## src/rtl/uart_rx_pkg.sv

```systemverilog
`default_nettype none
// +----------------------------------------------------------------------+
// | Module : uart_pkg                                                    |
// | Brief  : Register map, register bit positions and receiver states.   |
// | Rev    : 1.0  initial release                                        |
// +----------------------------------------------------------------------+
package uart_pkg;

  localparam logic [1:0] REG_DATA   = 2'd0;
  localparam logic [1:0] REG_STATUS = 2'd1;
  localparam logic [1:0] REG_CTRL   = 2'd2;
  localparam logic [1:0] REG_RSVD   = 2'd3;

  localparam int ST_NEMPTY  = 0;
  localparam int ST_FULL    = 1;
  localparam int ST_OVR     = 2;
  localparam int ST_FRM     = 3;
  localparam int ST_CNT_LSB = 4;

  localparam int CT_IE_RX  = 0;
  localparam int CT_IE_ERR = 1;

  typedef enum logic [1:0] {
    S_IDLE  = 2'd0,
    S_START = 2'd1,
    S_DATA  = 2'd2,
    S_STOP  = 2'd3
  } rx_state_e;

endpackage
`default_nettype wire

```

## src/rtl/uart_rx_if.sv

```systemverilog
`default_nettype none
// +----------------------------------------------------------------------+
// | Module : uart_rx_if                                                  |
// | Brief  : Wishbone-style data bus between a master and the receiver.  |
// | Rev    : 1.0  initial release                                        |
// +----------------------------------------------------------------------+
interface uart_rx_if;
  logic [31:0] wb_dbus_adr;
  logic [31:0] wb_dbus_dat;
  logic [3:0]  wb_dbus_sel;
  logic        wb_dbus_we;
  logic        wb_dbus_cyc;
  logic [31:0] rdt;
  logic        ack;

  modport master (
    output wb_dbus_adr, wb_dbus_dat, wb_dbus_sel, wb_dbus_we, wb_dbus_cyc,
    input  rdt, ack
  );

  modport slave (
    input  wb_dbus_adr, wb_dbus_dat, wb_dbus_sel, wb_dbus_we, wb_dbus_cyc,
    output rdt, ack
  );
endinterface
`default_nettype wire

```

## src/rtl/uart_rx_fifo.sv

```systemverilog
`default_nettype none
// +----------------------------------------------------------------------+
// | Module : rx_fifo                                                     |
// | Brief  : Synchronous byte FIFO with occupancy count and flags.       |
// | Rev    : 1.0  initial release                                        |
// +----------------------------------------------------------------------+
module rx_fifo #(
  parameter int DEPTH = 16
) (
  input  wire logic                     clk,
  input  wire logic                     rst,
  input  wire logic                     push,
  input  wire logic [7:0]               din,
  input  wire logic                     pop,
  output logic      [7:0]               dout,
  output logic      [$clog2(DEPTH):0]   count,
  output logic                          full,
  output logic                          empty
);
  localparam int AW = $clog2(DEPTH);

  logic [7:0]    mem [DEPTH];
  logic [AW-1:0] wr_ptr;
  logic [AW-1:0] rd_ptr;
  logic          wr_en;
  logic          rd_en;

  assign full  = (count == (AW+1)'(DEPTH));
  assign empty = (count == '0);
  // A pop frees the slot in the same cycle, so a full FIFO still accepts a push.
  assign wr_en = push && (!full || pop);
  assign rd_en = pop && !empty;
  assign dout  = mem[rd_ptr];

  always_ff @(posedge clk) begin
    if (wr_en) mem[wr_ptr] <= din;
  end

  always_ff @(posedge clk or posedge rst) begin
    if (rst) begin
      wr_ptr <= '0;
      rd_ptr <= '0;
      count  <= '0;
    end else begin
      if (wr_en) wr_ptr <= wr_ptr + 1'b1;
      if (rd_en) rd_ptr <= rd_ptr + 1'b1;
      count <= count + (AW+1)'(wr_en) - (AW+1)'(rd_en);
    end
  end
endmodule
`default_nettype wire

```

## src/rtl/uart_rx.sv

```systemverilog
`default_nettype none
// +----------------------------------------------------------------------+
// | Module : uart_rx                                                     |
// | Brief  : 8N1 UART receiver with 16x oversampling, FIFO and bus regs. |
// | Rev    : 1.0  initial release                                        |
// +----------------------------------------------------------------------+
module uart_rx
  import uart_pkg::*;
#(
  parameter int               AWIDTH     = 8,
  parameter logic [AWIDTH-1:0] ADDR      = 8'h58,
  parameter int               CK_HZ      = 26250000,
  parameter int               BAUD       = 115200,
  parameter int               FIFO_DEPTH = 16
) (
  input  wire logic   wb_clk,
  input  wire logic   wb_rst,
  uart_rx_if.slave    dbus,
  input  wire logic   rx,
  output logic        irq
);
  localparam int DIVIDE = CK_HZ / (BAUD * 16);
  localparam int DIV_W  = $clog2(DIVIDE + 1);
  localparam int CW     = $clog2(FIFO_DEPTH) + 1;

  logic             rx_meta, rx_sync, rx_prev;
  logic [DIV_W-1:0] baud_cnt;
  logic             tick;
  rx_state_e        state, state_nxt;
  logic [3:0]       os_cnt, os_nxt;
  logic [2:0]       bit_idx, bit_nxt;
  logic [7:0]       shreg, sh_nxt;
  logic             enter_start, push, frm_set, ovr_set;
  logic             sel, busy, ack_r, rd_access, wr_access, pop;
  logic [1:0]       reg_sel;
  logic [1:0]       ctrl;
  logic             ovr, frm;
  logic [7:0]       fifo_dout;
  logic [CW-1:0]    fifo_count;
  logic             fifo_full, fifo_empty;
  logic [31:0]      rdt_mux;
  logic             unused_bus;

  assign unused_bus = ^{dbus.wb_dbus_sel, dbus.wb_dbus_dat[31:4],
                        dbus.wb_dbus_adr[31-AWIDTH:4], dbus.wb_dbus_adr[1:0]};

  // Synchroniser resets low so a line held low out of reset never looks like a start edge.
  always_ff @(posedge wb_clk or posedge wb_rst) begin
    if (wb_rst) begin
      rx_meta <= 1'b0;
      rx_sync <= 1'b0;
      rx_prev <= 1'b0;
    end else begin
      rx_meta <= rx;
      rx_sync <= rx_meta;
      rx_prev <= rx_sync;
    end
  end

  assign tick = (baud_cnt == DIV_W'(DIVIDE - 1));

  always_ff @(posedge wb_clk or posedge wb_rst) begin
    if (wb_rst)                    baud_cnt <= '0;
    else if (enter_start || tick)  baud_cnt <= '0;
    else                           baud_cnt <= baud_cnt + 1'b1;
  end

  always_ff @(posedge wb_clk or posedge wb_rst) begin
    if (wb_rst) begin
      state   <= S_IDLE;
      os_cnt  <= '0;
      bit_idx <= '0;
      shreg   <= '0;
    end else begin
      state   <= state_nxt;
      os_cnt  <= os_nxt;
      bit_idx <= bit_nxt;
      shreg   <= sh_nxt;
    end
  end

  always_comb begin
    state_nxt   = state;
    os_nxt      = os_cnt;
    bit_nxt     = bit_idx;
    sh_nxt      = shreg;
    enter_start = 1'b0;
    push        = 1'b0;
    frm_set     = 1'b0;
    case (state)
      S_IDLE: begin
        if (rx_prev && !rx_sync) begin
          state_nxt   = S_START;
          os_nxt      = '0;
          enter_start = 1'b1;
        end
      end
      S_START: begin
        if (tick) begin
          os_nxt = os_cnt + 1'b1;
          if (os_cnt == 4'd7) begin
            os_nxt    = '0;
            bit_nxt   = '0;
            state_nxt = rx_sync ? S_IDLE : S_DATA;
          end
        end
      end
      S_DATA: begin
        if (tick) begin
          os_nxt = os_cnt + 1'b1;
          if (os_cnt == 4'd15) begin
            sh_nxt  = {rx_sync, shreg[7:1]};
            bit_nxt = bit_idx + 1'b1;
            if (bit_idx == 3'd7) state_nxt = S_STOP;
          end
        end
      end
      S_STOP: begin
        if (tick) begin
          os_nxt = os_cnt + 1'b1;
          if (os_cnt == 4'd15) begin
            state_nxt = S_IDLE;
            push      = rx_sync;
            frm_set   = !rx_sync;
          end
        end
      end
      default: state_nxt = S_IDLE;
    endcase
  end

  rx_fifo #(.DEPTH(FIFO_DEPTH)) u_fifo (
    .clk   (wb_clk),
    .rst   (wb_rst),
    .push  (push),
    .din   (shreg),
    .pop   (pop),
    .dout  (fifo_dout),
    .count (fifo_count),
    .full  (fifo_full),
    .empty (fifo_empty)
  );

  assign sel       = dbus.wb_dbus_cyc && (dbus.wb_dbus_adr[31 -: AWIDTH] == ADDR);
  assign reg_sel   = dbus.wb_dbus_adr[3:2];
  assign rd_access = ack_r && !dbus.wb_dbus_we;
  assign wr_access = ack_r && dbus.wb_dbus_we;
  assign pop       = rd_access && (reg_sel == REG_DATA) && !fifo_empty;
  assign ovr_set   = push && fifo_full && !pop;

  // busy holds off a second ack until the master drops cyc.
  always_ff @(posedge wb_clk or posedge wb_rst) begin
    if (wb_rst) begin
      ack_r <= 1'b0;
      busy  <= 1'b0;
      ctrl  <= '0;
      ovr   <= 1'b0;
      frm   <= 1'b0;
      irq   <= 1'b0;
    end else begin
      ack_r <= sel && !ack_r && !busy;
      busy  <= dbus.wb_dbus_cyc && (busy || ack_r);
      if (wr_access && reg_sel == REG_CTRL) ctrl <= dbus.wb_dbus_dat[1:0];
      if (ovr_set)                                                        ovr <= 1'b1;
      else if (wr_access && reg_sel == REG_STATUS && dbus.wb_dbus_dat[ST_OVR]) ovr <= 1'b0;
      if (frm_set)                                                        frm <= 1'b1;
      else if (wr_access && reg_sel == REG_STATUS && dbus.wb_dbus_dat[ST_FRM]) frm <= 1'b0;
      irq <= (ctrl[CT_IE_RX] && !fifo_empty) || (ctrl[CT_IE_ERR] && (ovr || frm));
    end
  end

  always_comb begin
    rdt_mux = '0;
    case (reg_sel)
      REG_DATA: begin
        if (!fifo_empty) rdt_mux[8:0] = {1'b1, fifo_dout};
      end
      REG_STATUS: begin
        rdt_mux[ST_NEMPTY]         = !fifo_empty;
        rdt_mux[ST_FULL]           = fifo_full;
        rdt_mux[ST_OVR]            = ovr;
        rdt_mux[ST_FRM]            = frm;
        rdt_mux[ST_CNT_LSB +: 5]   = 5'(fifo_count);
      end
      REG_CTRL: rdt_mux[1:0] = ctrl;
      default:  rdt_mux = '0;
    endcase
  end

  assign dbus.ack = ack_r;
  assign dbus.rdt = ack_r ? rdt_mux : '0;
endmodule
`default_nettype wire

```

## src/flat_wrapper.sv

```systemverilog
// flat-port wrapper written by rule: the top's interface ports become plain ports
module uart_rx_flat import uart_pkg::*;
#(
  parameter int               AWIDTH     = 8,
  parameter logic [AWIDTH-1:0] ADDR      = 8'h58,
  parameter int               CK_HZ      = 26250000,
  parameter int               BAUD       = 115200,
  parameter int               FIFO_DEPTH = 16
)
  (wb_clk, wb_rst, rx, irq, dbus_wb_dbus_adr, dbus_wb_dbus_dat, dbus_wb_dbus_sel, dbus_wb_dbus_we, dbus_wb_dbus_cyc, dbus_rdt, dbus_ack);
  uart_rx_if dbus_i ();
  input  wire logic wb_clk;
  input  wire logic wb_rst;
  input  wire logic rx;
  output logic irq;
  input wire logic [$bits(dbus_i.wb_dbus_adr)-1:0] dbus_wb_dbus_adr;
  input wire logic [$bits(dbus_i.wb_dbus_dat)-1:0] dbus_wb_dbus_dat;
  input wire logic [$bits(dbus_i.wb_dbus_sel)-1:0] dbus_wb_dbus_sel;
  input wire logic [$bits(dbus_i.wb_dbus_we)-1:0] dbus_wb_dbus_we;
  input wire logic [$bits(dbus_i.wb_dbus_cyc)-1:0] dbus_wb_dbus_cyc;
  output wire logic [$bits(dbus_i.rdt)-1:0] dbus_rdt;
  output wire logic [$bits(dbus_i.ack)-1:0] dbus_ack;
  assign dbus_i.wb_dbus_adr = dbus_wb_dbus_adr;
  assign dbus_i.wb_dbus_dat = dbus_wb_dbus_dat;
  assign dbus_i.wb_dbus_sel = dbus_wb_dbus_sel;
  assign dbus_i.wb_dbus_we = dbus_wb_dbus_we;
  assign dbus_i.wb_dbus_cyc = dbus_wb_dbus_cyc;
  assign dbus_rdt = dbus_i.rdt;
  assign dbus_ack = dbus_i.ack;
  uart_rx #(.AWIDTH(AWIDTH), .ADDR(ADDR), .CK_HZ(CK_HZ), .BAUD(BAUD), .FIFO_DEPTH(FIFO_DEPTH)) u_core (.wb_clk(wb_clk), .wb_rst(wb_rst), .dbus(dbus_i), .rx(rx), .irq(irq));
endmodule
```

## config.mk

```make
export PLATFORM = sky130hd
export DESIGN_NAME = uart_rx_flat
export DESIGN_NICKNAME = d
export VERILOG_FILES = /design/src/rtl/uart_rx_pkg.sv /design/src/rtl/uart_rx_if.sv /design/src/rtl/uart_rx_fifo.sv /design/src/rtl/uart_rx.sv /design/src/flat_wrapper.sv
export SDC_FILE = /design/constraint.sdc
export NUM_CORES = 1
export LEC_CHECK = 0
export ABC_AREA = 1
export CORE_MARGIN = 2
export CORE_UTILIZATION = 55
export CTS_BUF_LIST = sky130_fd_sc_hd__clkbuf_4 sky130_fd_sc_hd__clkbuf_8
export CTS_CLUSTER_DIAMETER = 150
export CTS_CLUSTER_SIZE = 30
export DETAILED_ROUTE_END_ITERATION = 8
export PLACE_DENSITY = 0.85
export SLEW_MARGIN = 20
export SYNTH_ARGS = -nofsm -noshare
export SYNTH_HDL_FRONTEND = slang
export SYNTH_SLANG_ARGS = --single-unit
```

## constraint.sdc

```tcl
create_clock -name wb_clk -period 3.5 [get_ports wb_clk]
set_input_delay 0.525 -clock wb_clk [delete_from_list [all_inputs] [get_ports wb_clk]]
set_output_delay 0.525 -clock wb_clk [all_outputs]
set_load 0.01 [all_outputs]
```

# [After elaboration in Yosys (flattened, before gate mapping)]
# Memories as Yosys holds them, arrays and structs flattened.
# Cells that the tools add are included.
# W data, S select, Z words.
[op_classes] reduce_logical=42 div_mod_pow=0 muxes=39 bitwise=0 eq_ne=20 n_shift=0 order_cmp=0 multipliers=0 n_addsub=7
[op_table] cell="$mux W4" count=5
[op_table] cell="$logic_and A1 B1 Y1" count=19
[op_table] cell="$mux W2" count=9
[op_table] cell="$mux W9" count=2
[op_table] cell="$ne A2 B1 Y1 const B" count=9
[op_table] cell="$add A4 B1 Y4 const B" count=4
[op_table] cell="$mux W1" count=14
[op_table] cell="$pmux W7 S2" count=1
[op_table] cell="$mux W3" count=4
[op_table] cell="$pmux W4 S3" count=1
[op_table] cell="$eq A4 B4 Y1 const B" count=2
[op_table] cell="$eq A8 B7 Y1 const B" count=1
[op_table] cell="$pmux W2 S4" count=1
[op_table] cell="$reduce_and A8 Y1" count=1
[op_table] cell="$logic_not A1 Y1" count=7
[op_table] cell="$eq A2 B2 Y1 const B" count=3
[op_table] cell="$pmux W2 S3" count=1
[op_table] cell="$pmux W3 S2" count=1
[op_table] cell="$reduce_and A3 Y1" count=2
[op_table] cell="$reduce_bool A2 Y1" count=3
[op_table] cell="$add A5 B1 Y5" count=1
[op_table] cell="$eq A5 B5 Y1 const B" count=1
[op_table] cell="$logic_not A5 Y1" count=1
[op_table] cell="$logic_or A1 B1 Y1" count=5
[op_table] cell="other kinds (8)" count=10
[totals] ff_bits=44 memories=1 mem_bits_ro=0 inputBits=73 latch_bits=0 mem_bits_rw=128
[mem_list] memory="u_core.u_fifo.mem" depth=16 word_bits=8 read_ports=1 rd_ports_with_merged_regs=0 write_ports=1 line_no="uart_rx_fifo.sv:22" rtl="logic [7:0] mem [DEPTH];"

# [Longest topological paths before layout]
# Gate-level depths: netlist (run 1).
[logic_depth] word_depth=8 mapped_depth=16 ltp_nobuf=16

# [By module]
# Synthesis (run 1) repeated with hierarchy kept, for this count alone.
[unflattened] hier_cells=834 area_unflattened_um2=8079.0
[modules_own_cells] module="rx_fifo" cells_per_inst=623 n_inst=1 area_per_inst_um2=6274.8 seq_area_each_um2=4169.0
[modules_own_cells] module="uart_rx" cells_per_inst=211 n_inst=1 area_per_inst_um2=1804.2 seq_area_each_um2=775.7

# [Least setup slack after synthesis (run 1)]
# OpenSTA, ideal clock, no wires.
[synth_timing] kind="register to register" start="register u_core.baud_cnt[1]" end="register u_core.u_fifo.count[4]" path_buffers=0 synth_period_minus_slack_ns=2.576 required_time_ns=3.372 stages_incl_launch_ff=16 setup_ns=0.128 setup_slack_ns=0.924 t_arrival_ns=2.448 path_cell_list="dfrtp_1 > inv_1 > ha_1 > nand3_4 > nor2_4 > inv_2 > nor3_4 > nand2_4 > ha_1 > inv_1 > ha_1 > inv_1 > fa_1 > o21ai_0 > a21oi_1 > xor2_1"
[synth_between] elab_chain_cells=6
[synth_lines] element="from (decl)" line_no="uart_rx.sv:27" rtl="logic [DIV_W-1:0] baud_cnt;"
[synth_lines] element="from (signal assigned)" line_no="uart_rx.sv:65" rtl="else baud_cnt <= baud_cnt + 1'b1;"
[synth_lines] element="$eq A4 B4 Y1" line_no="uart_rx.sv:60" rtl="assign tick = (baud_cnt == DIV_W'(DIVIDE - 1));"
[synth_lines] element="$mux W1" line_no="uart_rx.sv:119" rtl="if (tick) begin"
[synth_lines] element="$mux W1" line_no="uart_rx.sv:90" rtl="case (state)"
[synth_lines] element="$logic_and A1 B1 Y1" line_no="uart_rx_fifo.sv:31" rtl="assign wr_en = push && (!full || pop);"
[synth_lines] element="$add A5 B1 Y5" line_no="uart_rx_fifo.sv:47" rtl="count <= count + (AW+1)'(wr_en) - (AW+1)'(rd_en);"
[synth_lines] element="$sub A5 B1 Y5" line_no="uart_rx_fifo.sv:47"
[synth_lines] element="to (signal assigned)" line_no="uart_rx_fifo.sv:47"
[synth_lines] element="to (decl)" line_no="uart_rx_fifo.sv:16" rtl="output logic [$clog2(DEPTH):0] count,"
# No other way between the ends.
# A chain may end at the register's enable or synchronous reset.

# [Final worst setup path (run 1)]
[layout_timing] start="register u_core.u_fifo.rd_ptr[0]" end="output port dbus_rdt[7]"
[layout_between] elab_chain_cells=4
[layout_lines] element="from (decl)" line_no="uart_rx_fifo.sv:24" rtl="logic [AW-1:0] rd_ptr;"
[layout_lines] element="from (signal assigned)" line_no="uart_rx_fifo.sv:46" rtl="if (rd_en) rd_ptr <= rd_ptr + 1'b1;"
[layout_lines] element="$mem_v2 Z16 W8"
[layout_lines] element="$mux W9" line_no="uart_rx.sv:176" rtl="if (!fifo_empty) rdt_mux[8:0] = {1'b1, fifo_dout};"
[layout_lines] element="$pmux W7 S2" line_no="uart_rx.sv:174" rtl="case (reg_sel)"
[layout_lines] element="$mux W9" line_no="uart_rx.sv:191" rtl="assign dbus.rdt = ack_r ? rdt_mux : '0;"
[layout_lines] element="to (decl)" line_no="flat_wrapper.sv:21" rtl="output wire logic [$bits(dbus_i.rdt)-1:0] dbus_rdt;"
# No other way between the ends.

==> metrics.md, run 1 <==
| Metric | Value |
|---|---|
| CTS clk-pin slew, worst paths | `0.09 ns` |
| Nets | `942` |
| Post-synth top area cell | `edfxtp_1` |
| CP Data Required Time | `2.97 ns` |
| Worst Hold Class | `reg2reg` |
| Via density | `5.28` |
| Dpl ws | `0.311 ns` |
| Hold_sp | `u_core.rx_meta` |
| Gr usage total | `0.228` |
| Arr. time, crit path | `2.79 ns` |
| Max Cap Viol | `0` |
| Die Y | `125 um` |
| Number of clock sinks | `172` |
| Post-synth EDFFs | `128` |
| Largest net degree at the start of global routing | `67` |
| Hpwl dp | `11100 um` |
| Initial antenna violation count | `0` |
| Vias in the first global route | `5464` |
| Gp weighted congestion | `0.921` |
| Slew Limit Fails | `0` |
| Core Box Area | `14500 um^2` |
| Crit path from | `u_core.u_fifo.rd_ptr[0]` |
| Simple-gate share of the synthesized area | `0.211` |
| Hold Crit Depth | `0` |
| Diodes inserted | `0` |
| Comb pwr share | `0.100` |
| Die Area | `15700 um^2` |
| Tmin final | `3.32 ns` |
| CTS HTree Levels | `4` |
| First-pass GRT wire length | `27600 um` |
| RSZ-0062 raised after global routing | `no` |
| GR Overflow Total | `0` |
| Flop pwr share | `0.536` |
| Mux contribution to synthesized area | `0.0125` |
| Status | `completed` |
| Maximum vdd drop | `0.241 mV` |
| PwrDens | `475 nW/um^2` |
| Worst setup EP type | `output port` |
| Post-CTS Hold Fix Bufs | `0` |
| Count leader, synth | `nand2_1` |
| Final Hold Viols | `0` |
| Clock root cell | `clkbuf_8` |
| Initial DRC Count | `528` |
| Critical Setup Path Class | `reg2out` |
| Slew @ Worst Pin | `0.911 ns` |
| Number of synthesized register bits | `172` |
| Period utilization | `0.947` |
| Crit Path Max Fanout | `19` |
| Initial DRT Pass Iterations | `6` |
| Fill count | `1091` |
| Crit start category | `flip-flop` |
| Post-synthesis share of cell area spent on full adders, half adders and majority gates | `0.0272` |
| Post-Synthesis Mean Instance Area | `9.95 um^2` |
| Mapped Cells | `815` |
| TritonCTS clock tree | `built` |
| Setup TNS Final | `0 ns` |
| Synth Area in XOR/XNOR | `0.0140` |
| CTS buffer count | `17` |
| Die Span X | `125 um` |
| I/O pin count | `107` |
| Total power | `0.00428 W` |
| Non-Filler Instances | `1049` |
| Fmax achieved | `0.302 GHz` |
| Post-synth ARST share | `0.256` |
| Residual DRC count | `0` |
| Final setup viols | `0` |
| Area Overhead vs Synth | `11.2%` |
| Slew headroom | `0.392` |
| Switching Share | `0.244` |
| Sequential fraction of the synthesis area | `0.610` |
| Total Wirelength | `17100 um` |
| Post-synth top cells | `219 x nand2_1, 128 x edfxtp_1, 128 x inv_1, 107 x nand3_1, 44 x dfrtp_1` |
| Yosys cell types | `38` |
| Internal | `0.00324 W` |
| Warnings, synthesis | `0` |
| Compound-Gate Fraction of Synth Area | `0.0238` |
| Clock buffer depth | `2` |
| Post-Syn Area | `8110 um^2` |
| Top FF cell, synth | `edfxtp_1` |
| Design area | `9010 um^2` |
| FF-to-FF setup slack | `0.59 ns` |
| Reg-to-reg startpoint | `u_core.u_fifo.count[3]` |
| Post-DP Area | `8550 um^2` |
| Vias | `5539` |
| Fraction of layout cells with a size suffix above 1 | `0.0913` |
| Wire length per cell | `16.3 um` |
| Routed Antenna Nets | `0` |
| Worst skew pair latency | `0.46 ns` |
| Largest family of logic cells by synthesized area | `simple AND/OR/NAND/NOR gates` |
| Setup slack after layout | `0.185 ns` |
| DP Cell Count | `1017` |
| Top post-synthesis cells by area | `edfxtp_1 47%, dfrtp_1 14%, nand2_1 10%, nand3_1 6.6%, inv_1 5.9%` |
| Sw Pwr | `0.00105 W` |
| Final Skew | `0.0137 ns` |
| Row count | `44` |
| Initial Util | `0.560` |
| I/O Buffers | `29` |
| Lkg Pwr | `4.01 nW` |
| Top cell type's share of synthesized area | `0.474` |
| Clock Power Share | `0.364` |
| Cells on worst reg2reg path | `16` |
-- registers in the layout, indices dropped and copies added, names as in the netlist, named ones only --
register	flops
u_core.u_fifo.mem	128
u_core.u_fifo.rd_ptr	4
u_core.baud_cnt	4
u_core.dbus.ack	1
u_core.irq	1
u_core.rx_sync	1
u_core.frm	1
u_core.u_fifo.wr_ptr	4
u_core.os_cnt	4
u_core.u_fifo.count	5
u_core.rx_meta	1
u_core.shreg	8
u_core.rx_prev	1
u_core.ctrl	2
u_core.ovr	1
u_core.busy	1
u_core.bit_idx	3
u_core.state	1
-- layout by cell type (no fill, tap or decap), types with 11 or more instances in the layout --
| master | count |
|---|---|
| nand3_1 | 107 |
| conb_1 | 23 |
| nor2_1 | 30 |
| clkdlybuf4s50_1 | 29 |
| clkbuf_8 | 17 |
| dfrtp_1 | 43 |
| nand2_1 | 219 |
| inv_1 | 127 |
| o21ai_0 | 11 |
| ha_1 | 16 |
| edfxtp_1 | 128 |
| a21oi_1 | 15 |
| buf_4 | 13 |
-- repair_timing --
action / CTS / global route
gates resized for setup: 0 / 1
endpoints found under the setup margin: 0 / 2
setup buffers: 0 / 0
-- final cells by class --
| class | count | area, um^2 | area share |
|---|---|---|---|
| clock buffers | 17 | 234 | 0.0260 |
| flip-flops and latches | 172 | 4950 | 0.549 |
| inverters | 136 | 520 | 0.0578 |
| well taps | 184 | 230 | 0.0255 |
| multi-input cells | 480 | 2420 | 0.269 |
| clock inverters | 15 | 220 | 0.0244 |
| repair buffers | 45 | 439 | 0.0487 |
-- per-stage QoR --
stage,hold slack [ns],util
finish,0.357,0.622
global route,0.364,0.622
CTS,0.357,0.622
detailed placement,0.337,0.591
global placement,0.334,0.591
floorplan,0.331,-
-- critical path: stages, from the launching register on --
cell             delay, ns
dfrtp_2               0.42
inv_2                 0.28
buf_4                 0.31
nand2_1               0.08
nand2_1               0.06
nand2_1               0.06
nand3_1               0.11
nand3_1               0.09
nand2_1               0.13
nand2_1               0.07
a21oi_1               0.14
clkdlybuf4s50_1       0.57
-- cells by family after synthesis --
family                   after synthesis
other                                  1
AO/OA/AOI/OAI                         35
flip-flops                           172
buffers and inverters                185
AND/OR/NAND/NOR                      383
XOR/XNOR                              13
multiplexers                           9
adder cells (fa/ha/maj)               17
-- worst paths after layout --
path	to
worst max-delay path	dbus_rdt[7]
worst min-delay path	u_core.rx_sync
worst max register to register	u_core.u_fifo.count[4]
worst min register to register	u_core.rx_sync
max in group asynchronous	u_core.u_fifo.rd_ptr[0]
min in group asynchronous	u_core.state[0]
-- power by group through the flow --
stage / Combinational [W] / Clock (W) / Sequential (W)
2_1_floorplan: 0.000348 / 0 / 0.00233
3_3_place_gp: 0.000399 / 0 / 0.00234
3_5_place_dp: 0.000419 / 0 / 0.00234
4_1_cts: 0.000425 / 0.00158 / 0.00230
5_1_grt: 0.000491 / 0.00167 / 0.00231
6_report: 0.000427 / 0.00156 / 0.00230
-- layer usage --
layer / vias to the layer above / track usage / routed length [um]
met4: 0 / 0.116 / 646
met1: 2616 / 0.274 / 6640
met5: - / 0 / 0
li1: 2660 / - / -
met3: 46 / 0.0424 / 1070
met2: 217 / 0.395 / 8750
No activity file was read; power rests on OpenSTA's default activity.
==> inputs of run 2 (changes only) <==
--- a/config.mk
+++ b/config.mk
@@ -6,14 +6,12 @@
 export NUM_CORES = 1
 export LEC_CHECK = 0
 export ABC_AREA = 1
-export CORE_MARGIN = 2
 export CORE_UTILIZATION = 55
 export CTS_BUF_LIST = sky130_fd_sc_hd__clkbuf_4 sky130_fd_sc_hd__clkbuf_8
 export CTS_CLUSTER_DIAMETER = 150
 export CTS_CLUSTER_SIZE = 30
 export DETAILED_ROUTE_END_ITERATION = 8
 export PLACE_DENSITY = 0.85
-export SLEW_MARGIN = 20
 export SYNTH_ARGS = -nofsm -noshare
 export SYNTH_HDL_FRONTEND = slang
 export SYNTH_SLANG_ARGS = --single-unit
==> metrics.md, run 2 (same netlist as run 1, synthesis figures left out) <==
| Metric | Value |
|---|---|
| Die Y | `123 um (-1.6%)` |
| Dpl ws | `0.253 ns (-0.0580 ns)` |
| Total Wirelength | `17500 um (+2.4%)` |
| Hold slack | `0.356 ns (-0.00129 ns)` |
| Final Hold Viols | `0 (unchanged)` |
| Largest net degree at the start of global routing | `67 (unchanged)` |
| RSZ-0062 raised after global routing | `no` |
| CTS buffer count | `17 (unchanged)` |
| Routed Antenna Nets | `0 (unchanged)` |
| Initial antenna violation count | `0 (unchanged)` |
| Met2 routed WL | `8760 um (+0.15%)` |
| Vias | `5647 (+1.9%)` |
| Initial DRC Count | `500 (-5.3%)` |
| Final setup viols | `0 (unchanged)` |
| PwrDens | `474 nW/um^2 (-0.24%)` |
| CTS clk-pin slew, worst paths | `0.08 ns (about the same)` |
| Worst Hold Class | `reg2reg` |
| Util after Layout | `0.620 (-0.00268)` |
| Setup TNS Final | `0 ns (unchanged)` |
| Gp weighted congestion | `0.860 (-6.7%)` |
| Slew @ Worst Pin | `0.895 ns (-0.0159 ns)` |
| Tmin final | `3.34 ns (+0.0223 ns)` |
| Initial Util | `0.560 (unchanged)` |
| Setup slack after layout | `0.162 ns (-0.0223 ns)` |
| Residual DRC count | `1 (+1)` |
| Worst skew pair latency | `0.46 ns (about the same)` |
| Failing checks | `DRC` |
| GR Overflow Total | `0 (unchanged)` |
| Met1 wire length | `6930 um (+4.4%)` |
| Via density | `5.39 (+2.0%)` |
| Fmax achieved | `0.300 GHz (-0.67%)` |
| Top routing layer in use | `met4` |
| Fraction of layout cells with a size suffix above 1 | `0.0903 (-0.00105)` |
| Number of clock sinks | `172 (unchanged)` |
| CTS HTree Levels | `4 (unchanged)` |
| Nets | `941 (-0.11%)` |
| Clock buffer depth | `2 (unchanged)` |
| Clock root cell | `clkbuf_8` |
| Max reg flops | `128 (unchanged)` |
| Row count | `44 (unchanged)` |
| Die Span X | `123 um (-1.6%)` |
| I/O pin count | `107 (unchanged)` |
| Crit Path Max Fanout | `24 (+5)` |
| Commonest cells after routing, fill and taps aside | `219 x nand2_1, 128 x edfxtp_1, 127 x inv_1` |
| Initial DRT Pass Iterations | `7 (+1)` |
| Post-CTS Hold Fix Bufs | `0 (unchanged)` |
| Wire length per cell | `16.7 um (+2.5%)` |
| Most common cell after layout, fill and taps aside | `nand2_1` |
| TritonCTS clock tree | `built` |
| CP Data Required Time | `2.97 ns (about the same)` |
| Lkg Pwr | `4.01 nW (about the same)` |
| Maximum vdd drop | `0.374 mV (+55%)` |
| I/O Buffers | `29 (unchanged)` |
| Max Cap Viol | `0 (unchanged)` |
| Top reg by flops | `u_core.u_fifo.mem` |
| Final Skew | `0.0115 ns (-0.00220 ns)` |
| Die Area | `15200 um^2 (-3.2%)` |
| Diodes inserted | `0 (unchanged)` |
| Critical Setup Path Class | `reg2out` |
| Met3 wire length | `1210 um (+13%)` |
| Period utilization | `0.954 (+0.00636)` |
| Area Overhead vs Synth | `10.7%` |
| Slew headroom | `0.402 (+0.0106)` |
| Worst setup EP type | `output port` |
| First-pass GRT wire length | `27200 um (-1.6%)` |
| Hpwl dp | `11100 um (about the same)` |
| Arr. time, crit path | `2.81 ns (+0.02 ns)` |
| Slew Limit Fails | `0 (unchanged)` |
| Gr usage total | `0.246 (+0.0174)` |
| Core Box Area | `14500 um^2 (unchanged)` |
| Crit start category | `flip-flop` |
| Regs by FF count | `u_core.u_fifo.mem x128, u_core.shreg x8, u_core.u_fifo.count x5` |
| Vias in the first global route | `5527 (+1.2%)` |
| Status | `complete, but fails checks` |
-- run 2: power by group --
part / leakage (nW) / internal (W) / switching [W]
clock: 0.216 / 0.000806 / 0.000699
sequential: 2.05 / 0.00223 / 0.0000695
combinational: 1.75 / 0.000158 / 0.000290
-- run 2: final timing paths --
check | start | to | slack [ns] | cells past startpoint
worst max-delay path | u_core.u_fifo.rd_ptr[1] | dbus_rdt[2] | 0.16 | 8
worst min-delay path | u_core.rx_meta | u_core.rx_sync | 0.36 | 0
worst max register to register | u_core.u_fifo.count[3] | u_core.u_fifo.count[4] | 0.44 | 16
worst min register to register | u_core.rx_meta | u_core.rx_sync | 0.36 | 0
max in group asynchronous | wb_rst | u_core.u_fifo.rd_ptr[0] | 2.31 | 2
min in group asynchronous | wb_rst | u_core.ctrl[0] | 0.57 | 2
-- run 2: cell type report --
| cell class | instances | area (um^2) |
|---|---|---|
| Multi-Input combinational cell | 480 | 2420 |
| Fill cell | 1093 | 5510 |
| Tap cell | 184 | 230 |
| Sequential cell | 172 | 4950 |
| Clock buffer | 19 | 262 |
| Clock inverter | 13 | 171 |
| Timing Repair Buffer | 44 | 419 |
| Inverter | 136 | 523 |
-- run 2: critical path, stage by stage, from the launching register on --
cell and delay (ns):
dfrtp_1 0.60, buf_4 0.39, nand3_1 0.15, nand3_1 0.12, nand3_1 0.13, nand2_1 0.13
nand2_1 0.06, a21oi_1 0.16, clkdlybuf4s50_1 0.60
-- run 2: what timing repair did --
action,CTS,global route
resized for setup,0,3
endpoints found under the setup margin,0,2
setup buffers,0,0
-- run 2: metal layers --
layer	vias to the layer above	track usage
met5	-	0
met4	0	0.123
met3	54	0.0563
met2	255	0.402
met1	2687	0.307
li1	2651	-
-- run 2: stage by stage --
step           std cells  area, um^2  total power, W
2_1_floorplan        837        8190         0.00267
3_3_place_gp        1016        8530         0.00273
3_5_place_dp        1016        8530         0.00278
4_1_cts             1048        8970         0.00426
5_1_grt             1048        8970         0.00440
6_report            1048        8970         0.00426
